`config.mk`:
```
export PLATFORM = sky130hd
export DESIGN_NAME = wb_dual_master_arbiter
export DESIGN_NICKNAME = d
export VERILOG_FILES = /design/src/rtl/wb_dual_master_arbiter.sv
export SDC_FILE = /design/constraint.sdc
export NUM_CORES = 1
export LEC_CHECK = 0
export BUFFER_PORTS_ARGS = -buffer_cell sky130_fd_sc_hd__buf_2
export CAP_MARGIN = 5
export CORE_AREA = 10 10 114 116
export CTS_CLUSTER_DIAMETER = 150
export DETAILED_ROUTE_END_ITERATION = 8
export DIE_AREA = 0 0 124 126
export GPL_TIMING_DRIVEN = 1
export SETUP_SLACK_MARGIN = 0.05
export SLEW_MARGIN = 30
export SYNTH_ARGS = -nofsm -noshare
export SYNTH_HDL_FRONTEND = slang
export SYNTH_SLANG_ARGS = --single-unit
export TNS_END_PERCENT = 30
```
`constraint.sdc`:
```
create_clock -name clk -period 4.55 [get_ports clk]
set_clock_uncertainty 0.05 [all_clocks]
set_input_delay 0.2275 -clock clk [delete_from_list [all_inputs] [get_ports clk]]
set_output_delay 0.2275 -clock clk [all_outputs]
set_load 0.01 [all_outputs]
```
`src/rtl/wb_dual_master_arbiter.sv`:
```
// Two-master Wishbone arbiter: grants whole bus cycles to M0 (data) or M1 (fetch).
// Optional watchdog that force-terminates a stalled grant: define WB_ARB_TIMEOUT_EN.
module wb_dual_master_arbiter #(
  parameter int unsigned PRIORITY       = 0,
  parameter int unsigned TIMEOUT_CYCLES = 64
) (
  input  logic        clk,
  input  logic        rst,
  input  logic [31:0] m0_addr_i,
  input  logic [31:0] m0_data_i,
  input  logic        m0_we_i,
  input  logic [3:0]  m0_sel_i,
  input  logic        m0_stb_i,
  input  logic        m0_cyc_i,
  output logic [31:0] m0_data_o,
  output logic        m0_ack_o,
  input  logic [31:0] m1_addr_i,
  input  logic [31:0] m1_data_i,
  input  logic        m1_we_i,
  input  logic [3:0]  m1_sel_i,
  input  logic        m1_stb_i,
  input  logic        m1_cyc_i,
  output logic [31:0] m1_data_o,
  output logic        m1_ack_o,
  output logic [31:0] s_addr_o,
  output logic [31:0] s_data_o,
  output logic        s_we_o,
  output logic [3:0]  s_sel_o,
  output logic        s_stb_o,
  output logic        s_cyc_o,
  input  logic [31:0] s_data_i,
  input  logic        s_ack_i
`ifdef WB_ARB_TIMEOUT_EN
  ,
  output logic        arb_timeout_o
`endif
);

  localparam int unsigned TMO_W = $clog2(TIMEOUT_CYCLES + 1);

  typedef enum logic [1:0] {
    ST_IDLE   = 2'd0,
    ST_GNT_M0 = 2'd1,
    ST_GNT_M1 = 2'd2
  } state_t;

  state_t r_state;
  state_t w_state_nxt;
  logic   r_last_grant;
  logic   w_last_grant_nxt;
  logic   w_m0_req;
  logic   w_m1_req;
  logic   w_gnt_cyc;
  logic   w_tmo;

  assign w_m0_req = m0_cyc_i & m0_stb_i;
  assign w_m1_req = m1_cyc_i & m1_stb_i;

  always_comb begin
    w_gnt_cyc = 1'b0;
    case (r_state)
      ST_GNT_M0: w_gnt_cyc = m0_cyc_i;
      ST_GNT_M1: w_gnt_cyc = m1_cyc_i;
      default:   w_gnt_cyc = 1'b0;
    endcase
  end

`ifdef WB_ARB_TIMEOUT_EN
  // Watchdog: zero on the first granted cycle, cleared by any slave ack.
  logic [TMO_W-1:0] r_wdt;

  always_ff @(posedge clk) begin
    if (rst) begin
      r_wdt <= '0;
    end else if (r_state == ST_IDLE || s_ack_i) begin
      r_wdt <= '0;
    end else begin
      r_wdt <= r_wdt + TMO_W'(1);
    end
  end

  assign w_tmo = w_gnt_cyc & ~s_ack_i & (r_wdt == TMO_W'(TIMEOUT_CYCLES - 1));
`else
  logic w_unused_cfg;
  assign w_unused_cfg = ^{TMO_W, TIMEOUT_CYCLES};
  assign w_tmo        = 1'b0;
`endif

  always_ff @(posedge clk) begin
    if (rst) begin
      r_state      <= ST_IDLE;
      r_last_grant <= 1'b1;
    end else begin
      r_state      <= w_state_nxt;
      r_last_grant <= w_last_grant_nxt;
    end
  end

  // Next state: arbitrate only from IDLE, so every grant is followed by one idle cycle.
  always_comb begin
    w_state_nxt      = r_state;
    w_last_grant_nxt = r_last_grant;
    case (r_state)
      ST_IDLE: begin
        if (w_m0_req && w_m1_req) begin
          if (PRIORITY == 0 || r_last_grant) begin
            w_state_nxt      = ST_GNT_M0;
            w_last_grant_nxt = 1'b0;
          end else begin
            w_state_nxt      = ST_GNT_M1;
            w_last_grant_nxt = 1'b1;
          end
        end else if (w_m0_req) begin
          w_state_nxt      = ST_GNT_M0;
          w_last_grant_nxt = 1'b0;
        end else if (w_m1_req) begin
          w_state_nxt      = ST_GNT_M1;
          w_last_grant_nxt = 1'b1;
        end
      end
      ST_GNT_M0, ST_GNT_M1: begin
        if (!w_gnt_cyc || w_tmo) begin
          w_state_nxt = ST_IDLE;
        end
      end
      default: w_state_nxt = ST_IDLE;
    endcase
  end

  // Bus mux; acks are only forwarded while the granted master is strobing.
  always_comb begin
    s_addr_o  = '0;
    s_data_o  = '0;
    s_we_o    = 1'b0;
    s_sel_o   = '0;
    s_stb_o   = 1'b0;
    s_cyc_o   = 1'b0;
    m0_ack_o  = 1'b0;
    m0_data_o = '0;
    m1_ack_o  = 1'b0;
    m1_data_o = '0;
`ifdef WB_ARB_TIMEOUT_EN
    arb_timeout_o = 1'b0;
`endif
    case (r_state)
      ST_GNT_M0: begin
        s_addr_o  = m0_addr_i;
        s_data_o  = m0_data_i;
        s_we_o    = m0_we_i;
        s_sel_o   = m0_sel_i;
        s_stb_o   = m0_stb_i;
        s_cyc_o   = m0_cyc_i;
        m0_ack_o  = s_ack_i & m0_cyc_i & m0_stb_i;
        m0_data_o = s_data_i;
      end
      ST_GNT_M1: begin
        s_addr_o  = m1_addr_i;
        s_data_o  = m1_data_i;
        s_we_o    = m1_we_i;
        s_sel_o   = m1_sel_i;
        s_stb_o   = m1_stb_i;
        s_cyc_o   = m1_cyc_i;
        m1_ack_o  = s_ack_i & m1_cyc_i & m1_stb_i;
        m1_data_o = s_data_i;
      end
      default: ;
    endcase
`ifdef WB_ARB_TIMEOUT_EN
    // Watchdog expiry: terminate the master with an error-free empty ack.
    if (w_tmo) begin
      s_stb_o       = 1'b0;
      s_cyc_o       = 1'b0;
      arb_timeout_o = 1'b1;
      if (r_state == ST_GNT_M0) begin
        m0_ack_o  = 1'b1;
        m0_data_o = '0;
      end else begin
        m1_ack_o  = 1'b1;
        m1_data_o = '0;
      end
    end
`endif
  end

endmodule

```
==> metrics.md <==
| Metric | Value |
|---|---|
| Post-layout utilization of the core | `31.6%` |
| Outcome | `complete, no violations` |
| Fraction of post-synthesis cell area in the top cell type by area | `31.5%` |
| Nets | `727` |
| Flip-flop and latch count after synthesis | `2` |
| Number of maximum-capacitance constraint violations | `0` |
| Hold-fix buffers, CTS | `0` |
| Final setup fails | `0` |
| Global-route wire length before repair | `17.6 mm` |
| Max-slew headroom at the worst pin | `51.8%` |
| Worst Hold Path Cells | `2` |
| Number of buffers added by the clock tree synthesis step | `3` |
| Share of the clock period used by the worst path | `57.8%` |
| Critical Path End Type | `output port` |
| All-Layer GR Usage | `~14%` |
| Half-perimeter wire length after detailed placement | `10.6 mm` |
| Area of the die | `0.0156 mm^2` |
| Total number of cells along the worst setup path | `6` |
| Area of combinational cells with multiple inputs | `around 0.0015 mm^2` |
| Yosys top cell by area | `sky130_fd_sc_hd__a22oi_1` |
| CTS H-Tree Depth | `1` |
| CTS max path bufs | `2` |
| Vias per Instance | `approximately 4.4` |
| Critical setup path kind | `reg -> out` |
| Count of buffers added by post-CTS timing repair for setup | `0` |
| Number of flip-flops in the largest register | `2` |
| Max Slew Vio Count | `0` |
| Antenna violations before repair | `2` |
| Via count | `3,020` |
| Routed wire length | `around 12 mm` |
| DRC violation total after the first TritonRoute iteration | `100` |
| Synthesis Warnings | `0` |
| Critical path required time | `4.27 ns` |
| Count of port buffers added during placement | `about 310` |
| Leakage power figure | `1.90 nW` |
| Biggest registers after layout | `r_state (2)` |
| Arrival @ worst endpoint | `around 2.4 ns` |
| Final-layout setup total negative slack | `0 ns` |
| DRT Pass-1 Iters | `4` |
| RSZ-0062 raised after global routing | `no` |
| Worst path bufs/invs | `3` |
| Number of unique standard cell types used by synthesis | `20` |
| Top cells by area, synth | `sky130_fd_sc_hd__a22oi_1 (32%), sky130_fd_sc_hd__nor2b_1 (26%), sky130_fd_sc_hd__and2_1 (24%), sky130_fd_sc_hd__clkbuf_1 (5.1%), sky130_fd_sc_hd__ha_1 (3.0%)` |
| Overflow left after global routing | `0` |
| Residual antenna-violating net count after detailed routing | `0` |
| Peak fanout along the critical path | `36` |
| Crit path launch type | `flip-flop` |
| Worst-Skew Late Latency | `between 0.2 and 0.25 ns` |
| Initial cell density of the core | `15.8%` |
| Per-cell routed wire length | `18.2 um` |
| Standard cell core area | `0.0107 mm^2` |
| Synth Cell Area | `0.00169 mm^2` |
| Fmax | `381 MHz` |
| Fill cell count | `approximately 1,200` |
| Mean instance size in the synthesized netlist | `approximately 6.6 um^2` |
| Kind of cell with the highest combined delay on the critical path | `buffers and inverters` |
| Area taken by flip-flops and latches | `40.0 um^2` |
| Power density cells | `116 mW/mm^2` |
| Area growth from synthesis to layout | `99.6%` |
| Final Hold Vio Count | `0` |
| Actual slew at the worst max-slew pin | `0.723 ns` |
| Maximum cell stage delay along the critical path | `0.69 ns` |
| Vias in the first global route | `3,139` |
| Chip Width | `124 um` |
| Mapped Nets | `437` |
| Final RePlAce weighted congestion | `approximately 0.77` |
| Crit path max-delay cell type | `sky130_fd_sc_hd__ha_2` |
| Clock sink count | `2` |
| Die span in y | `126 um` |
| R2R depth | `5` |
| Gate count after technology mapping | `256` |
| Largest reg by FF count | `r_state` |
| Sequential-to-total area share from yosys stat | `2.37%` |
| I/O pins | `314` |
| Hold Slack | `0.190 ns` |
| Post-CTS sizing | `0` |
| Share of final-layout standard cells stronger than drive strength 1 | `59.6%` |
| DRC Markers | `0` |
| TritonCTS clock tree | `built` |
| Worst IR drop on VDD | `0.0697 mV` |
| Post-CTS clock slew at the launch and capture registers of the worst setup and hold paths | `around 0.03 ns` |
| Clk root buf | `sky130_fd_sc_hd__clkbuf_8` |
| Maximum number of pins on one net before global-route repair | `74` |
| Number of standard-cell rows in the floorplan | `38` |
| Cells along the critical path | `inv_1 > ha_2 > buf_4 > a22oi_1 > nor2b_1 > buf_2` |
| Minimum period implied by the final worst setup slack | `2.63 ns` |
| Min-Delay Path Class | `in -> reg` |
==> cell usage after synthesis, drive strengths merged <==
| master | count |
|---|---|
| a22o | 1 |
| a21oi | 1 |
| o221a | 1 |
| inv | 3 |
| a21boi | 1 |
| and4 | 1 |
| o32ai | 1 |
| clkbuf | 23 |
| buf | 8 |
| nand2 | 2 |
| nor2 | 1 |
| and2 | 65 |
| dfxtp | 2 |
| a22oi | 71 |
| nor2b | 70 |
| ha | 4 |
| nand4 | 1 |
==> layer usage <==
metal | vias to the layer above | global-route usage [%] | share of wire [%]
met1 | 1323 | 14.6 | 35
li1 | 1474 | - | -
met5 | - | 0 | 0
met2 | 215 | 24.4 | 48
met4 | 0 | 3.46 | 1.1
met3 | 8 | 7.19 | 16
==> cell type report <==
type | count | share of cell area (%)
diodes | 1 | 0.0741
clock buffers | 3 | 1.22
inverters | 3 | 0.333
multi-input cells | 220 | 44.9
flip-flops and latches | 2 | 1.19
well taps | 140 | 5.19
repair buffers | 316 | 47.1
==> per-stage QoR <==
step,setup WS (ns),instance area (um^2),power (mW),instances
2_1_floorplan,2.91,1690,0.178,256
3_3_place_gp,2.18,3320,0.322,681
3_5_place_dp,2.19,3320,0.321,681
4_1_cts,1.96,3360,0.395,684
5_1_grt,1.74,3370,0.426,684
6_report,1.92,3380,0.392,685
==> placed cells by master (no fill, tap or decap), types with 2 or more instances in the layout <==
cell type and n:
sky130_fd_sc_hd__buf_4 3, sky130_fd_sc_hd__nor2b_1 70, sky130_fd_sc_hd__a22oi_1 71, sky130_fd_sc_hd__inv_1 3
sky130_fd_sc_hd__and2_1 64, sky130_fd_sc_hd__ha_2 3, sky130_fd_sc_hd__dfxtp_1 2, sky130_fd_sc_hd__nand2_1 2
sky130_fd_sc_hd__buf_2 313, sky130_fd_sc_hd__clkbuf_8 3
==> cells by family after synthesis <==
family	synth area share (%)
AOI/OAI and AO/OA	33.9
adders and majority gates	2.96
and+or+nand+nor	51.6
DFF	2.37
buffers and inverters	9.10
==> final timing paths <==
path | start | end | slack, ns
setup / recovery | r_state[0] | s_addr_o[24] | 1.92
hold / removal | rst | r_state[0] | 0.19
setup reg to reg | r_state[0] | r_state[0] | 2.59
hold reg to reg | r_state[1] | r_state[1] | 0.53
==> power by group <==
group | switching, mW | internal (mW) | leakage, nW | total, mW
Combinational | 0.150 | 0.151 | 1.86 | 0.301
Sequential | 0.000962 | 0.0190 | 0.0164 | 0.0200
Clock | 0.0147 | 0.0560 | 0.0216 | 0.0707
(Power assumes the default switching activity.)
